==> config.mk <==
export PLATFORM = sky130hd
export DESIGN_NAME = datapath_sequencer
export DESIGN_NICKNAME = d
export VERILOG_FILES = /design/src/rtl/datapath_sequencer.sv
export SDC_FILE = /design/constraint.sdc
export NUM_CORES = 1
export LEC_CHECK = 0
export ABC_AREA = 1
export CAP_MARGIN = 25
export CELL_PAD_IN_SITES_DETAIL_PLACEMENT = 2
export CELL_PAD_IN_SITES_GLOBAL_PLACEMENT = 2
export CORE_ASPECT_RATIO = 1.25
export CORE_MARGIN = 4
export CORE_UTILIZATION = 26
export DETAILED_ROUTE_END_ITERATION = 12
export PLACE_DENSITY = 0.81
export SYNTH_ARGS = -nofsm -noshare
export SYNTH_HDL_FRONTEND = slang
export SYNTH_SLANG_ARGS = --single-unit
==> constraint.sdc <==
create_clock -name clk -period 3.7 [get_ports clk]
set_input_delay 0.74 -clock clk [delete_from_list [all_inputs] [get_ports clk]]
set_output_delay 0.74 -clock clk [all_outputs]
set_load 0.005 [all_outputs]
==> src/rtl/datapath_sequencer.sv <==
// -----------------------------------------------------------------------------
// datapath_sequencer
//
// Multi-cycle controller for the register-file/ALU datapath. One decoded
// operation is accepted per start/done handshake and executed as a fixed
// sequence of load-A, load-B, execute and write-back cycles.
//
// Ports:
//   clk          in   1  sole clock, rising edge
//   reset        in   1  synchronous reset, active-high
//   start        in   1  operation request, sampled only in IDLE
//   op           in   3  000 MOVI, 001 MOV, 010 ADD, 011 CMP, 100 AND,
//                        101 MVN, 110/111 illegal
//   rd, rn, rm   in   3  destination / first source / second source
//   sh           in   2  shift applied to the Rm operand
//   imm          in  16  immediate for MOVI
//   busy         out  1  high in every non-IDLE state
//   done         out  1  one-cycle pulse in DONE
//   err          out  1  pulses with done for an illegal op
//   readnum, writenum, write, loada, loadb, loadc, asel, bsel, vsel,
//   loads, shift, ALUop, datapath_in   datapath control outputs
//
// All outputs are registered. They are decoded from the next state and the
// next latched fields, so in every cycle they equal a Moore decode of the
// current state without a combinational path to the outputs.
// -----------------------------------------------------------------------------
module datapath_sequencer (
    input  logic        clk,
    input  logic        reset,
    input  logic        start,
    input  logic [2:0]  op,
    input  logic [2:0]  rd,
    input  logic [2:0]  rn,
    input  logic [2:0]  rm,
    input  logic [1:0]  sh,
    input  logic [15:0] imm,
    output logic        busy,
    output logic        done,
    output logic        err,
    output logic [2:0]  readnum,
    output logic [2:0]  writenum,
    output logic        write,
    output logic        loada,
    output logic        loadb,
    output logic        loadc,
    output logic        asel,
    output logic        bsel,
    output logic        vsel,
    output logic        loads,
    output logic [1:0]  shift,
    output logic [1:0]  ALUop,
    output logic [15:0] datapath_in
);

    localparam logic [2:0] ST_IDLE  = 3'd0;
    localparam logic [2:0] ST_WIMM  = 3'd1;
    localparam logic [2:0] ST_LOADA = 3'd2;
    localparam logic [2:0] ST_LOADB = 3'd3;
    localparam logic [2:0] ST_EXEC  = 3'd4;
    localparam logic [2:0] ST_WRITE = 3'd5;
    localparam logic [2:0] ST_DONE  = 3'd6;

    localparam logic [2:0] OP_MOVI = 3'b000;
    localparam logic [2:0] OP_MOV  = 3'b001;
    localparam logic [2:0] OP_ADD  = 3'b010;
    localparam logic [2:0] OP_CMP  = 3'b011;
    localparam logic [2:0] OP_AND  = 3'b100;
    localparam logic [2:0] OP_MVN  = 3'b101;

    localparam logic [1:0] ALU_ADD  = 2'b00;
    localparam logic [1:0] ALU_SUB  = 2'b01;
    localparam logic [1:0] ALU_AND  = 2'b10;
    localparam logic [1:0] ALU_NOTB = 2'b11;

    logic [2:0] state_r;
    logic [2:0] op_r;
    logic [2:0] rd_r;
    logic [2:0] rn_r;
    logic [2:0] rm_r;
    logic [1:0] sh_r;

    logic        accept_s;
    logic [2:0]  state_nxt_s;
    logic [2:0]  op_nxt_s;
    logic [2:0]  rd_nxt_s;
    logic [2:0]  rn_nxt_s;
    logic [2:0]  rm_nxt_s;
    logic [1:0]  sh_nxt_s;
    logic [15:0] imm_nxt_s;

    logic        busy_nxt_s;
    logic        done_nxt_s;
    logic        err_nxt_s;
    logic [2:0]  readnum_nxt_s;
    logic [2:0]  writenum_nxt_s;
    logic        write_nxt_s;
    logic        loada_nxt_s;
    logic        loadb_nxt_s;
    logic        loadc_nxt_s;
    logic        asel_nxt_s;
    logic        vsel_nxt_s;
    logic        loads_nxt_s;
    logic [1:0]  shift_nxt_s;
    logic [1:0]  aluop_nxt_s;

    // Next-state and operand-latch logic; fields are captured only on acceptance.
    always_comb begin
        accept_s    = (state_r == ST_IDLE) && start;
        op_nxt_s    = op_r;
        rd_nxt_s    = rd_r;
        rn_nxt_s    = rn_r;
        rm_nxt_s    = rm_r;
        sh_nxt_s    = sh_r;
        imm_nxt_s   = datapath_in;
        state_nxt_s = state_r;
        if (accept_s) begin
            op_nxt_s  = op;
            rd_nxt_s  = rd;
            rn_nxt_s  = rn;
            rm_nxt_s  = rm;
            sh_nxt_s  = sh;
            imm_nxt_s = imm;
        end else begin
            op_nxt_s  = op_r;
        end
        case (state_r)
            ST_IDLE: begin
                if (start) begin
                    case (op)
                        OP_MOVI:                 state_nxt_s = ST_WIMM;
                        OP_MOV, OP_MVN:          state_nxt_s = ST_LOADB;
                        OP_ADD, OP_AND, OP_CMP:  state_nxt_s = ST_LOADA;
                        default:                 state_nxt_s = ST_DONE;
                    endcase
                end else begin
                    state_nxt_s = ST_IDLE;
                end
            end
            ST_WIMM:  state_nxt_s = ST_DONE;
            ST_LOADA: state_nxt_s = ST_LOADB;
            ST_LOADB: state_nxt_s = ST_EXEC;
            ST_EXEC: begin
                if (op_r == OP_CMP) begin
                    state_nxt_s = ST_DONE;
                end else begin
                    state_nxt_s = ST_WRITE;
                end
            end
            ST_WRITE: state_nxt_s = ST_DONE;
            ST_DONE:  state_nxt_s = ST_IDLE;
            default:  state_nxt_s = ST_IDLE;
        endcase
    end

    // Output decode of the next state, so the registered outputs track the state.
    always_comb begin
        busy_nxt_s     = (state_nxt_s != ST_IDLE);
        done_nxt_s     = 1'b0;
        err_nxt_s      = 1'b0;
        readnum_nxt_s  = 3'd0;
        writenum_nxt_s = 3'd0;
        write_nxt_s    = 1'b0;
        loada_nxt_s    = 1'b0;
        loadb_nxt_s    = 1'b0;
        loadc_nxt_s    = 1'b0;
        asel_nxt_s     = 1'b0;
        vsel_nxt_s     = 1'b0;
        loads_nxt_s    = 1'b0;
        shift_nxt_s    = 2'b00;
        aluop_nxt_s    = ALU_ADD;
        case (state_nxt_s)
            ST_IDLE: begin
                busy_nxt_s = 1'b0;
            end
            ST_WIMM: begin
                vsel_nxt_s     = 1'b1;
                write_nxt_s    = 1'b1;
                writenum_nxt_s = rd_nxt_s;
            end
            ST_LOADA: begin
                readnum_nxt_s = rn_nxt_s;
                loada_nxt_s   = 1'b1;
            end
            ST_LOADB: begin
                readnum_nxt_s = rm_nxt_s;
                loadb_nxt_s   = 1'b1;
            end
            ST_EXEC: begin
                shift_nxt_s = sh_nxt_s;
                case (op_nxt_s)
                    OP_MOV: begin
                        asel_nxt_s  = 1'b1;
                        aluop_nxt_s = ALU_ADD;
                        loadc_nxt_s = 1'b1;
                    end
                    OP_ADD: begin
                        aluop_nxt_s = ALU_ADD;
                        loadc_nxt_s = 1'b1;
                    end
                    OP_AND: begin
                        aluop_nxt_s = ALU_AND;
                        loadc_nxt_s = 1'b1;
                    end
                    OP_MVN: begin
                        aluop_nxt_s = ALU_NOTB;
                        loadc_nxt_s = 1'b1;
                    end
                    OP_CMP: begin
                        aluop_nxt_s = ALU_SUB;
                        loads_nxt_s = 1'b1;
                    end
                    default: begin
                        aluop_nxt_s = ALU_ADD;
                    end
                endcase
            end
            ST_WRITE: begin
                write_nxt_s    = 1'b1;
                writenum_nxt_s = rd_nxt_s;
            end
            ST_DONE: begin
                done_nxt_s = 1'b1;
                // Ops 110/111 are the only ones above MVN.
                err_nxt_s  = (op_nxt_s > OP_MVN);
            end
            default: begin
                busy_nxt_s = 1'b0;
            end
        endcase
    end

    // State, latched fields and registered outputs; reset abandons any operation.
    always_ff @(posedge clk) begin
        if (reset) begin
            state_r     <= ST_IDLE;
            op_r        <= 3'd0;
            rd_r        <= 3'd0;
            rn_r        <= 3'd0;
            rm_r        <= 3'd0;
            sh_r        <= 2'd0;
            datapath_in <= 16'd0;
            busy        <= 1'b0;
            done        <= 1'b0;
            err         <= 1'b0;
            readnum     <= 3'd0;
            writenum    <= 3'd0;
            write       <= 1'b0;
            loada       <= 1'b0;
            loadb       <= 1'b0;
            loadc       <= 1'b0;
            asel        <= 1'b0;
            bsel        <= 1'b0;
            vsel        <= 1'b0;
            loads       <= 1'b0;
            shift       <= 2'd0;
            ALUop       <= 2'd0;
        end else begin
            state_r     <= state_nxt_s;
            op_r        <= op_nxt_s;
            rd_r        <= rd_nxt_s;
            rn_r        <= rn_nxt_s;
            rm_r        <= rm_nxt_s;
            sh_r        <= sh_nxt_s;
            datapath_in <= imm_nxt_s;
            busy        <= busy_nxt_s;
            done        <= done_nxt_s;
            err         <= err_nxt_s;
            readnum     <= readnum_nxt_s;
            writenum    <= writenum_nxt_s;
            write       <= write_nxt_s;
            loada       <= loada_nxt_s;
            loadb       <= loadb_nxt_s;
            loadc       <= loadc_nxt_s;
            asel        <= asel_nxt_s;
            bsel        <= 1'b0;
            vsel        <= vsel_nxt_s;
            loads       <= loads_nxt_s;
            shift       <= shift_nxt_s;
            ALUop       <= aluop_nxt_s;
        end
    end

endmodule

==> results.toml <==
[timing]
fin_tns_setup_ns = 0
holdWs_ns = 0.4833
finalCritPeriodShare_pct = 56.88
hold_viol_final = 0
min_period_ns = 2.105
finalMaxSlewViolations = 0
fin_worst_skew_ns = 0.008640
finalSetupViolCount = 0
layout_setup_ws_ns = 1.595
rsz0062_at_grt = "no"
fmax_mhz = 475.1

[run]
maxCapViolCount = 0

[yosys]
syn_nets = 282
ys_warn_count = 0
netlist.area_leader.share_pct = 52.77
synth_mux_area_share_pct = 1.991
synthAdderAreaFrac_pct = 0
ys_seq_area_share_pct = 52.77
synth-xor-area-share_pct = 0
yosysMostFrequentCell = "nor2_1"
synth-seq-cells = 53
mappedNetlistArea_um2 = 2011
synth_top_family_by_area = "simple AND/OR/NAND/NOR gates"
synth_compound_area_share_pct = 9.085
synth_area_leader_cell = "dfxtp_1"
synth_commonest_cells = "56 x nor2_1, 53 x dfxtp_1, 47 x nand2_1, 19 x o21ai_0, 17 x inv_1"
async_flop_share_pct = 0
synth_area_leaders = "dfxtp_1 53%, nor2_1 10%, nand2_1 8.8%"
synth_edf_count = 0
synthDistinctLibCells = 26
synth_cells = 249
synth_ff_type = "dfxtp_1"
synth.avg_cell_area_um2 = 8.075
yosys.area_share.simple_pct = 29.18

[clocking]
postCtsHoldBufs = 0
h-tree-depth = 2
numCtsBuffers = 5
cts.reportedPaths.clkPinSlew_ns = 0.10
cts_setup_buffers = 0
cts_tree = "yes"
clock_path_buffers = 2
cts_resized = 0
clock_latency_ns = 0.31
cts_sinks = 53
cts_root_buf = "clkbuf_8"

[drt]
vias = 1827
drt_iter0_markers = 37
wl_mm = 5.835
drc = 0
vias_per_cell = 4.456
first_pass_iters = 4
ant_nets = 0
wire_per_inst_um = 14.23

[floorplanning]
pin_count = 70
die_h_um = 106.3
rows = 35
dieArea_um2 = 9213
fp.dieW_um = 86.66
core_um2 = 7445
initial_core_util_pct = 27.01

[pwr]
switching_share_pct = 39.80
cellInternalPower_w = 0.001300
p_sw_w = 0.0008594
irDropWorstVdd_uv = 240.1
pwr-share-comb_pct = 45.8
p_leak_nw = 1.215
pwr_density_cell_nw_per_um2 = 755.9
p_clk_share_pct = 16.0
p_seq_share_pct = 38.2

[placement]
pre_cts_ws_ns = 1.249
place.gp.congestion = 0.7668
hpwl_mm = 4.589
dp.cells = 402
io_buffers = 68

[min_path]
hold_class = "register to register"

[critical_path]
crit_arrival_ns = 2.35
cp.required_ns = 3.95
crit_fanout = 37
cp-start-kind = "input port"
endpoint_kind = "register"
worstSetupPathType = "input port to register"

[final_layout]
layout-drive-gt1-share_pct = 10.38
syn_to_final_growth_pct = 42.07
num_antenna_cells = 0
layout.nets = 350
fin_cells = 410

[global_route]
grt_use_total_pct = 13.31
grt_pass1_vias = 1985
antenna_found_initial = 0
grt_pass1_wl_mm = 9.729
grt_max_degree = 38
gr-total-overflow = 0

[run_status]
status = "completed"
-- area by class of cell --
type                    instances  area [um^2]
well taps                      92        115.1
inverters                      20        75.07
flip-flops and latches         53         1061
clock buffers                   6        82.58
fillers                       888         4588
clock inverters                 2        13.76
multi-input cells             167        813.3
repair buffers                 70        695.7
-- routing by layer --
| metal | up-vias | part of all wire, % | GRT usage, % | routed length [um] |
|---|---|---|---|---|
| met4 | 0 | 0.72 | 2.673 | 42 |
| met3 | 5 | 5.6 | 2.713 | 324 |
| li1 | 913 | - | - | - |
| met2 | 57 | 50 | 23.30 | 2920 |
| met1 | 852 | 44 | 16.70 | 2547 |
| met5 | - | 0 | 0 | 0 |
-- path summary, 6_finish.rpt --
check / end / startpoint / depth (start not counted) / slack (ns)
worst max-delay path: ALUop[0]$_SDFF_PP0_ / start / 7 / 1.60
worst min-delay path: rn_r[2]$_SDFF_PP0_ / rn_r[2]$_SDFF_PP0_ / 2 / 0.48
worst max register to register: ALUop[0]$_SDFF_PP0_ / state_r[2]$_SDFF_PP0_ / 5 / 2.11
worst min register to register: rn_r[2]$_SDFF_PP0_ / rn_r[2]$_SDFF_PP0_ / 2 / 0.48
-- flip-flops by register name, summed over array words and instances, names as in the netlist --
signal and cells:
rd_r 3, rn_r 3, loadc 1, vsel 1, loadb 1, write 1, readnum 3, rm_r 3
datapath_in 16, asel 1, shift 2, sh_r 2, state_r 3, err 1, loada 1, op_r 3
busy 1, loads 1, ALUop 2, writenum 3, done 1
-- placed cells by master (no fill, tap or decap) --
cell / instances
nor3_2: 2
nand3_1: 6
inv_2: 3
nand2_4: 1
nand4_1: 6
mux2i_1: 4
nand2_1: 47
o21ai_1: 3
nor2_4: 2
conb_1: 1
nor3_1: 1
nor2_1: 56
inv_1: 17
dfxtp_1: 53
clkbuf_8: 6
buf_4: 2
a21oi_1: 4
o21ai_0: 19
clkinv_2: 1
nand3_2: 1
nand2_2: 3
a21oi_2: 3
clkdlybuf4s50_1: 68
nor2_2: 4
clkinv_4: 1
nor2_8: 1
o21ai_2: 3
-- worst max-delay path, cell delays in order --
cell and delay, ns:
clkdlybuf4s50_1 0.49, inv_1 0.06, nor2_2 0.14, nand2_4 0.25, o21ai_1 0.38, nand4_1 0.17, nand2_1 0.10
-- stage by stage --
step                util [%]  cell area, um^2  power, W
finish                 38.37             2856  0.002159
global route           38.37             2856  0.002365
CTS                    38.37             2856  0.002209
detailed placement     37.08             2760  0.001855
global placement       37.08             2760  0.001812
floorplan                  -             2011  0.001452
-- logic make-up after synthesis --
logic type	after synthesis
buf+inv	29
compound gates	32
simple gates	130
mux	4
flops	53
other cells	1
-- power groups by stage --
stage / combinational, W / clock (W) / sequential [W]
2_1_floorplan: 0.000620 / 0 / 0.000832
3_3_place_gp: 0.000977 / 0 / 0.000835
3_5_place_dp: 0.00101 / 0 / 0.000842
4_1_cts: 0.00102 / 0.000361 / 0.000830
5_1_grt: 0.00113 / 0.000387 / 0.000854
6_report: 0.000988 / 0.000346 / 0.000826
Power figures use the tool's default switching activity.
